===== src/rtl/spi_controller.sv =====
// spi_controller: SPI mode-0 initiator, one MSB-first word per chip-select.
// sck_o, cs_o and sdo_o come straight from flops; no input reaches a pin
// combinationally.
// Optional build macro SPI_LOOPBACK_EN adds loopback_i, which makes the
// receive shifter sample the outgoing MOSI bit instead of sdi_i.
//
// state   | meaning
// --------+------------------------------------------------------------
// S_IDLE  | cs high, waiting for start_i
// S_SETUP | cs low, sck low, first MOSI bit settling
// S_SHIFT | sck toggling every CLK_DIV cycles, DATA_BITS pulses
// S_HOLD  | cs low, sck low after the last falling edge
// S_GAP   | cs high, busy still asserted to give minimum deselect time
module spi_controller #(
    parameter int DATA_BITS = 8,
    parameter int CLK_DIV   = 2
) (
    input  logic                 clk_i,
    input  logic                 nreset_i,
    input  logic                 start_i,
    input  logic [DATA_BITS-1:0] data_tx_i,
    output logic [DATA_BITS-1:0] data_rx_o,
    output logic                 busy_o,
    output logic                 done_o,
    output logic                 sck_o,
    output logic                 cs_o,
    output logic                 sdo_o,
`ifdef SPI_LOOPBACK_EN
    input  logic                 loopback_i,
`endif
    input  logic                 sdi_i
);

    localparam int CW = $clog2(CLK_DIV + 1);
    localparam int BW = $clog2(DATA_BITS + 1);
    localparam logic [CW-1:0] CNT_LOAD  = CW'(CLK_DIV - 1);
    localparam logic [BW-1:0] BITS_LOAD = BW'(DATA_BITS);
    localparam logic [BW-1:0] BITS_LAST = BW'(1);

    typedef enum logic [2:0] {
        S_IDLE,
        S_SETUP,
        S_SHIFT,
        S_HOLD,
        S_GAP
    } state_t;

    state_t               r_state;
    logic [CW-1:0]        r_cnt;
    logic [BW-1:0]        r_bits;
    logic [DATA_BITS-1:0] r_tx;
    logic [DATA_BITS-1:0] r_rx;
    logic [DATA_BITS-1:0] r_data_rx;
    logic                 r_busy;
    logic                 r_done;
    logic                 r_sck;
    logic                 r_cs;
    logic                 w_miso;
    logic                 w_phase_end;
    logic [DATA_BITS-1:0] w_rx_next;

    // MOSI is the tx MSB register: cleared in reset and after the last shift.
    assign sdo_o     = r_tx[DATA_BITS-1];
    assign sck_o     = r_sck;
    assign cs_o      = r_cs;
    assign busy_o    = r_busy;
    assign done_o    = r_done;
    assign data_rx_o = r_data_rx;

`ifdef SPI_LOOPBACK_EN
    assign w_miso = loopback_i ? r_tx[DATA_BITS-1] : sdi_i;
`else
    assign w_miso = sdi_i;
`endif

    // Half-period down-counter reaches terminal count on the last cycle of a phase.
    assign w_phase_end = (r_cnt == '0);
    assign w_rx_next   = (r_rx << 1) | {{(DATA_BITS-1){1'b0}}, w_miso};

    // Sequencer: phase timing, shift registers and all registered pin outputs.
    always_ff @(posedge clk_i or negedge nreset_i) begin
        if (!nreset_i) begin
            r_state   <= S_IDLE;
            r_cnt     <= '0;
            r_bits    <= '0;
            r_tx      <= '0;
            r_rx      <= '0;
            r_data_rx <= '0;
            r_busy    <= 1'b0;
            r_done    <= 1'b0;
            r_sck     <= 1'b0;
            r_cs      <= 1'b1;
        end else begin
            r_done <= 1'b0;
            case (r_state)
                S_IDLE: begin
                    if (start_i) begin
                        r_tx    <= data_tx_i;
                        r_rx    <= '0;
                        r_cs    <= 1'b0;
                        r_busy  <= 1'b1;
                        r_cnt   <= CNT_LOAD;
                        r_bits  <= BITS_LOAD;
                        r_state <= S_SETUP;
                    end
                end
                S_SETUP: begin
                    if (w_phase_end) begin
                        r_sck   <= 1'b1;
                        r_rx    <= w_rx_next;
                        r_cnt   <= CNT_LOAD;
                        r_state <= S_SHIFT;
                    end else begin
                        r_cnt <= r_cnt - 1'b1;
                    end
                end
                S_SHIFT: begin
                    if (w_phase_end) begin
                        r_cnt <= CNT_LOAD;
                        if (r_sck) begin
                            r_sck  <= 1'b0;
                            r_tx   <= r_tx << 1;
                            r_bits <= r_bits - 1'b1;
                            if (r_bits == BITS_LAST) begin
                                r_state <= S_HOLD;
                            end
                        end else begin
                            r_sck <= 1'b1;
                            r_rx  <= w_rx_next;
                        end
                    end else begin
                        r_cnt <= r_cnt - 1'b1;
                    end
                end
                S_HOLD: begin
                    if (w_phase_end) begin
                        r_cs      <= 1'b1;
                        r_data_rx <= r_rx;
                        r_done    <= 1'b1;
                        r_cnt     <= CNT_LOAD;
                        r_state   <= S_GAP;
                    end else begin
                        r_cnt <= r_cnt - 1'b1;
                    end
                end
                S_GAP: begin
                    if (w_phase_end) begin
                        r_busy  <= 1'b0;
                        r_state <= S_IDLE;
                    end else begin
                        r_cnt <= r_cnt - 1'b1;
                    end
                end
                default: begin
                    r_state <= S_IDLE;
                end
            endcase
        end
    end

endmodule


===== config.mk =====
export PLATFORM = sky130hd
export DESIGN_NAME = spi_controller
export DESIGN_NICKNAME = d
export VERILOG_FILES = /design/src/rtl/spi_controller.sv
export SDC_FILE = /design/constraint.sdc
export NUM_CORES = 1
export LEC_CHECK = 0
export ABC_AREA = 1
export BUFFER_PORTS_ARGS = -buffer_cell sky130_fd_sc_hd__buf_4
export CAP_MARGIN = 0
export CORE_ASPECT_RATIO = 1.25
export CORE_MARGIN = 4
export CORE_UTILIZATION = 46
export CTS_CLUSTER_DIAMETER = 60
export DETAILED_ROUTE_END_ITERATION = 8
export PLACE_DENSITY = 0.8
export SYNTH_ARGS = -nofsm -noshare
export SYNTH_HDL_FRONTEND = slang
export SYNTH_SLANG_ARGS = --single-unit

===== constraint.sdc =====
create_clock -name clk_i -period 1.4 [get_ports clk_i]
set_input_delay 0.28 -clock clk_i [delete_from_list [all_inputs] [get_ports clk_i]]
set_output_delay 0.28 -clock clk_i [all_outputs]
set_load 0.05 [all_outputs]

Word level (Yosys, flattened, before mapping) --
Index checks and enable logic that the tools add are counted.
Word-level totals: word-level logic and storage cells 80, bits in registers 37, input bits 12, output and inout bits 13
Operators by class: add/sub/neg operators 2, eq/ne operators 14, reductions and logical operators 17, muxes and demuxes 36, bitwise operators 1
Operators by type and width (number):
- two-way mux 8 bit | 7
- case mux 8 bit (3 select lines) | 1
- two-way mux 3 bit | 7
- != test 2 bit (second input constant) | 9
- case mux 8 bit (2 select lines) | 1
- case mux 3 bit (5 select lines) | 1
- two-way mux 4 bit | 3
- AND reduction 3 bit | 4
- two-way mux 1 bit | 8
- bitwise OR 8 x 1 -> 8 bit | 1
- case mux 4 bit (2 select lines) | 1
- nonzero test 2 bit | 4
- AND reduction 7 bit | 1
- equality test 3 x 2 -> 1 bit (second input constant) | 2
- two-way mux 2 bit | 3
- case mux 1 bit (2 select lines) | 3
- case mux 2 bit (3 select lines) | 1
- nonzero test 3 bit | 2
- AND reduction 5 bit | 1
- equality test 4 x 1 -> 1 bit (second input constant) | 1
- AND reduction 4 bit | 1
- subtractor 4 x 1 -> 4 bit (second input constant) | 1
- equality test 3 x 1 -> 1 bit (second input constant) | 1
- equality test 3 bit (second input constant) | 1
- 5 further kinds | 5

Depth between registers and ports, before layout --
Gate-level depths: netlist of run 1.
depth after elaboration 5, gate-level depth with buffers 9, mapped depth without buffers 9

Least setup slack after synthesis of run 1 --
Ideal clock, no wire load.
path type flip-flop to flip-flop, start register r_sck, in the netlist sck_o, end register r_tx[7], period minus slack after synthesis 1.361 ns, data required time 1.282 ns, setup time 0.118 ns, stages on the path, launching flop included 9, data arrival time 1.243 ns, setup slack 0.039 ns, path buffers 1, path through dfrtp_1 -> inv_1 -> nand3_1 -> nand2_2 -> inv_2 -> nand2_4 -> buf_6 -> nand2_1 -> nand2_1
Between the ends: cells in the longest elaborated chain, start to end 2
RTL lines:
- start: declaration | line 56 | logic r_sck;
- start signal: assignment | line 91 | r_sck <= 1'b0;
- start signal: assignment | line 109 | r_sck <= 1'b1;
- start signal: assignment | line 121 | r_sck <= 1'b0;
- != test 2 bit (no source line)
- AND reduction 4 bit (no source line)
- end signal: assignment | line 98 | r_tx <= data_tx_i;
- end signal: assignment | line 122 | r_tx <= r_tx << 1;
- end: declaration | line 51 | logic [DATA_BITS-1:0] r_tx;
Every way passes these cells. A chain may end at the register's enable or synchronous reset.

Worst setup path after layout of run 1 --
start register r_state[0], end register r_bits[0]
Between the ends: cells in the longest elaborated chain, start to end 3, elaborated cells on any way between the ends 8, classes of those cells 4 x eq/ne; 1 x mux; 3 x reduce/logical
RTL lines:
- start: declaration | line 48 | state_t r_state;
- start signal: assignment | line 83 | r_state <= S_IDLE;
- start signal: assignment | line 104 | r_state <= S_SETUP;
- start signal: assignment | line 112 | r_state <= S_SHIFT;
- equality test 3 x 2 -> 1 bit / zero test 3 bit (equally long branches) | line 95 | case (r_state)
- != test 2 bit (no source line) / nonzero test 2 bit (equally long branches)
- AND reduction 4 bit (no source line)
- end signal: assignment | line 123 | r_bits <= r_bits - 1'b1;
- end: declaration | line 50 | logic [BW-1:0] r_bits;
Several ways; a longest one is shown, not always the timed one.

==> impl_metrics.yaml, run 1 <==
power_and_ir_drop:
  p_leak_nw: 1.31
  powerDensity_nw_per_um2: 2410
  ir_worst_vdd_mv: 1.55
  p_total_w: 0.00574
finish:
  drive_above_1_share_pct: 35.1
  fin_area_um2: 2380
  nNetsFinal: 286
  area_growth_syn_to_layout_pct: 31.0
  multi_input_area_um2: 886
  regArea_um2: 931
  antenna_cells: 0
  fillers: 320
synthesis:
  yosys.area.top_type: "dfrtp_1"
  ys_types: 24
  syn_inst: 224
  synthFlopType: "dfrtp_1"
  synth_edf_count: 0
  synth_seq_area_share_pct: 51.0
  ys_ff_latch: 37
  synthMostInstantiatedCell: "nand2_1"
  syn_nets: 240
  synth.top_cells.by_count: "110 x nand2_1, 36 x dfrtp_1, 19 x nand3_1, 12 x inv_1, 8 x o21ai_0"
  synthTopCellsByArea: "dfrtp_1 50%, nand2_1 23%, nand3_1 5.2%"
  synthArstFlopShare_pct: 100
  synthDominantCellAreaShare_pct: 49.6
  syn_avg_cell_area_um2: 8.11
  ys_warn_count: 0
  mappedNetlistArea_um2: 1820
sta:
  fin_worst_skew_ns: 0.00666
  period_needed_ns: 1.42
  fmax_ghz: 0.707
  tightest_slew_ns: 0.462
  relSlewSlack_pct: 69.2
  setup_tns_ns: -0.0284
  hold_viol: 0
  fin_ws_ns: -0.0151
  finalMaxSlewViolations: 0
  rsz0062_at_grt: "true"
  finalSetupViolations: 5
  fin_crit_sh_pct: 101
global_route:
  grt_pass1_wl_um: 7000
  grt_use_total_pct: 18.0
  grt-ovfl-total: 0
  met2_usage_pct: 30.7
  grt_util_met1_pct: 20.9
  grt.busiest_layer: "met2"
  grt_max_degree: 38
  use_met3_pct: 3.72
  grt_pass1_vias: 1649
  grt_antenna_before_repair: 0
clocking:
  cts_buffer_depth: 2
  clock_sinks: 37
  clk_transition_reported_paths_ns: 0.07
  htreeDepth: 2
  cts_tree: "built"
  cts_root_buf: "clkbuf_8"
  cts_made_buffers: 5
  clk_latency_ns: 0.30
die:
  num_rows: 25
  start_util_pct: 48.0
  num_io_pins: 25
  fp.dieW_um: 64.2
  die_h_um: 78.3
  coreArea_um2: 3780
  die_area_um2: 5030
setup_path:
  path_class: "register to register"
  arrival_ns: 1.63
  start_kind: "register"
  crit_fanout: 7
  cp-end-kind: "register"
  cp.required_ns: 1.61
outcome:
  violations: "setup timing"
  outcome: "complete, but fails checks"
detailed_routing:
  dr.pass1.iters: 4
  drtIter0Drc: 51
  dr_total_vias: 1609
  vias_per_cell: 4.95
  wl_um: 4120
  drcViolationCount: 0
  ant_nets: 0
  wl_per_cell_um: 12.7
min_path:
  hold_class: "primary input to register"
placement:
  place_hpwl_um: 2780
  io_buffers: 24
  placed_area_um2: 2110
  gp_congestion: 0.914
flow_run:
  cap_violations: 0
[flip-flops by register name, indices dropped and copies added, names as in the netlist]
signal / flops
data_rx_o: 8
r_rx: 8
r_tx: 8
r_bits: 4
r_state: 3
r_cnt: 2
busy_o: 1
cs_o: 1
done_o: 1
sck_o: 1
[what timing repair did]
action,4_1_cts,5_1_grt
endpoints found under the setup margin,8,34
hold buffers,1,0
pin swaps,0,8
buffers inserted,0,7
gates cloned,0,1
gates resized for setup,3,31
hold endpoints to repair,36,0
[stage by stage]
| step | hold slack, ns | instances | util (%) | setup slack [ns] |
|---|---|---|---|---|
| 3_3_place_gp | 0.265 | 308 | 55.7 | 0.00619 |
| 4_1_cts | 0.213 | 317 | 58.6 | 0.00294 |
| 3_5_place_dp | 0.273 | 308 | 55.7 | -0.00916 |
| 6_report | 0.219 | 325 | 62.9 | -0.0151 |
| 5_1_grt | 0.247 | 325 | 62.9 | -0.120 |
| 2_1_floorplan | -0.0156 | 224 | - | 0.0393 |
[final timing paths]
path	start	to	slack (ns)	depth (start not counted)
min in group asynchronous	nreset_i	r_rx[5]	0.48	2
max reg2reg	r_state[0]	r_bits[0]	-0.02	8
min	sdi_i	r_rx[0]	0.22	3
max	r_state[0]	r_bits[0]	-0.02	8
max in group asynchronous	nreset_i	cs_o	0.57	2
min reg2reg	busy_o	busy_o	0.48	2
[cell usage in the layout, fill, tap and decap left out]
master          n
dlygate4sd3_1   1
dfrtp_1        33
or2_2           1
xnor2_1         1
nand3_1        17
nand3_4         1
inv_2           8
o21ai_1         1
buf_4          38
nand4_1         1
ha_1            3
dfrtp_2         3
a21oi_1         2
ha_4            1
buf_6           2
nand4_2         1
nand2_1        99
nand3_2         4
inv_1           8
inv_6           1
o21ai_0         7
clkinv_4        1
nor2_1          3
clkbuf_8        6
nand2_2        13
nand2_4         4
inv_4           2
dfstp_2         1
nor2_4          6
nor2_8          1
clkinv_2        1
[logic make-up after synthesis]
group	share of synthesized area [%]
buf+inv	5.51
flops	51.0
fa+ha+maj	2.75
simple gates	37.5
compound gates	2.75
xor+xnor	0.482
[layout make-up]
type / count / area share, %
flip-flops and latches: 37 / 39.1
multi-input cells: 166 / 37.2
clock inverters: 2 / 0.578
well taps: 54 / 2.84
repair buffers: 41 / 13.4
clock buffers: 6 / 3.47
inverters: 19 / 3.42
[critical path, cell delays in order, from the launching register on]
cell and delay, ns:
dfrtp_2 0.47, nor2_4 0.23, nand2_4 0.12, nor2_4 0.12, nor2_4 0.05, nand2_4 0.11, buf_4 0.13, nand2_1 0.04
o21ai_0 0.07
[power breakdown]
part / internal [W] / switching, W / total (W) / leakage, nW
combinational: 0.00119 / 0.00204 / 0.00324 / 0.777
sequential: 0.00142 / 0.000290 / 0.00171 / 0.480
clock: 0.000399 / 0.000397 / 0.000796 / 0.0512
total: 0.00302 / 0.00273 / 0.00574 / 1.31
[metal layers]
layer,part of all wire [%],routed length [µm],vias to the layer above
met5,0,0,-
met4,3.6,149,0
met3,2.8,115,17
met2,53,2200,22
met1,40,1650,782
li1,-,-,788
(Power assumes the default switching activity.)
==> run 2, diff against run 1 <==
--- a/config.mk
+++ b/config.mk
@@ -6,8 +6,7 @@
 export NUM_CORES = 1
 export LEC_CHECK = 0
 export ABC_AREA = 1
-export BUFFER_PORTS_ARGS = -buffer_cell sky130_fd_sc_hd__buf_4
-export CAP_MARGIN = 0
+export BUFFER_PORTS_ARGS = -buffer_cell sky130_fd_sc_hd__clkbuf_2
 export CORE_ASPECT_RATIO = 1.25
 export CORE_MARGIN = 4
 export CORE_UTILIZATION = 46
==> run 2 against run 1 <==
  * The run now ends clean
  * Cell area shrank 4.8%
  * Global-route usage down 2.2 points
  * First-iteration DRC count is 31% lower
  * Largest power group unchanged
  * Non-clock buffer count down 1
==> impl_metrics.yaml, run 2 (same netlist as run 1, synthesis figures left out) <==
min_path:
  hold_path_startpoint: "sdi_i"
  hold_class: "primary input to register"
setup_path:
  r2r-start: "r_state[0]"
  slowest_delay_ns: 0.48
  cp-startpoint: "r_state[0]"
  path_class: "register to register"
  cpMaxStageDelayCell: "dfrtp_2"
  cp_cell_sequence: "nor2_4, inv_1, nand2_1, nand2_4, nor2_8, inv_6, nand2_1, nand2_1"
  cp.required_ns: 1.58
  start_kind: "register"
  cpMostUsedCell: "nand2_1"
  crit_fanout: 8
  arrival_ns: 1.54
  cp-end-kind: "register"
detailed_routing:
  ant_nets: 0
  dr_total_vias: 1521
  dr.pass1.iters: 4
  vias_per_cell: 4.69
  wl_um: 3650
  drcViolationCount: 0
  wl_per_cell_um: 11.3
  drtIter0Drc: 35
sta:
  finalSetupViolations: 0
  period_needed_ns: 1.36
  fin_worst_skew_ns: 0.00568
  hold_viol: 0
  rsz0062_at_grt: "true"
  fin_ws_ns: 0.0390
  tightest_slew_ns: 0.284
  finalMaxSlewViolations: 0
  fin_crit_sh_pct: 97.2
  relSlewSlack_pct: 81.1
  fmax_ghz: 0.735
finish:
  area_growth_syn_to_layout_pct: 24.7
  layout_common_cells: "108 x nand2_1, 33 x dfrtp_1, 24 x clkbuf_2"
  layoutNonFillerInstCount: 324
  final_util_pct: 59.8
  nNetsFinal: 285
  antenna_cells: 0
  fillers: 321
  layout_commonest_cell: "nand2_1"
  drive_above_1_share_pct: 30.4
placement:
  dp_slack_ns: -0.0652
  gp_congestion: 0.771
  place_hpwl_um: 2620
  io_buffers: 24
  placedCellCount: 310
clocking:
  cts_made_buffers: 5
  cts_tree: "built"
  clk_transition_reported_paths_ns: 0.07
  clock_sinks: 37
  cts_root_buf: "clkbuf_8"
  cts_buffer_depth: 2
  clk_latency_ns: 0.29
  htreeDepth: 2
global_route:
  grt_max_degree: 38
  grt_antenna_before_repair: 0
  grt_use_total_pct: 15.8
  grt-ovfl-total: 0
  grt_pass1_wl_um: 6130
  grt_pass1_vias: 1509
die:
  num_io_pins: 25
  die_area_um2: 5030
  fp.dieW_um: 64.2
  num_rows: 25
  die_h_um: 78.3
  coreArea_um2: 3780
  start_util_pct: 48.0
flow_run:
  cap_violations: 0
power_and_ir_drop:
  p_leak_nw: 1.28
  powerDensity_nw_per_um2: 2380
  ir_worst_vdd_mv: 1.39
outcome:
  outcome: "completed"
[run 2: changes by cell type in the layout (fill, tap and decap cells not counted), moves of 2 or more]
cell,before,now
inv_1,8,10
buf_6,2,0
nand2_1,99,108
nand3_1,17,19
nor2_2,0,2
nor2_4,6,4
nand2_2,13,6
inv_4,2,0
clkbuf_2,0,24
buf_4,38,14
nand2_4,4,2
[run 2: final timing paths]
path / end / depth (start not counted) / slack [ns]
hold / removal: r_rx[0] / 3 / 0.23
hold reg to reg: r_tx[2] / 2 / 0.48
max in group asynchronous: cs_o / 3 / 0.68
setup / recovery: r_rx[2] / 8 / 0.04
min in group asynchronous: r_rx[4] / 3 / 0.48
setup reg to reg: r_rx[2] / 8 / 0.04
[run 2: layer usage]
layer,track usage [%],part of all wire (%),up-vias
met4,7.61,2.3,0
met5,0,0,-
met1,15.9,41,704
met3,3.86,3.0,8
li1,-,-,785
met2,29.6,53,24
[run 2: final cells by class]
cell class	count	area (µm²)	share of cell area, %
inverters	19	76.3	3.37
multi-input cells	166	830	36.6
clock inverters	1	8.76	0.387
flip-flops and latches	37	931	41.1
well taps	54	67.6	2.98
repair buffers	40	255	11.3
clock buffers	7	96.3	4.25
[run 2: metrics by stage]
step / area, µm² / hold slack (ns) / setup TNS (ns) / power, W
4_1_cts: 2210 / 0.214 / 0 / 0.00521
3_5_place_dp: 2080 / 0.262 / -0.287 / 0.00431
6_report: 2260 / 0.226 / 0 / 0.00539
2_1_floorplan: 1820 / -0.0156 / 0 / 0.00365
3_3_place_gp: 2080 / 0.261 / -0.225 / 0.00424
5_1_grt: 2260 / 0.220 / -0.491 / 0.00583
[run 2: critical path, delay by kind of cell (launching register included)]
kind          cells  cell delay, ns
buf+inv           2            0.16
flops             1            0.48
simple gates      6            0.62
[run 2: timing repair]
item	CTS	global route
buffers inserted	0	4
hold buffers	1	0
endpoints found under the setup margin	10	23
cloned	0	1
endpoints found under the hold margin	36	0
pin swaps	1	3
gates resized for setup	3	10
[run 2: power by group]
group          switching [W]  internal [W]
combinational        0.00186      0.000997
sequential          0.000263       0.00142
clock               0.000386      0.000454
total                0.00251       0.00287
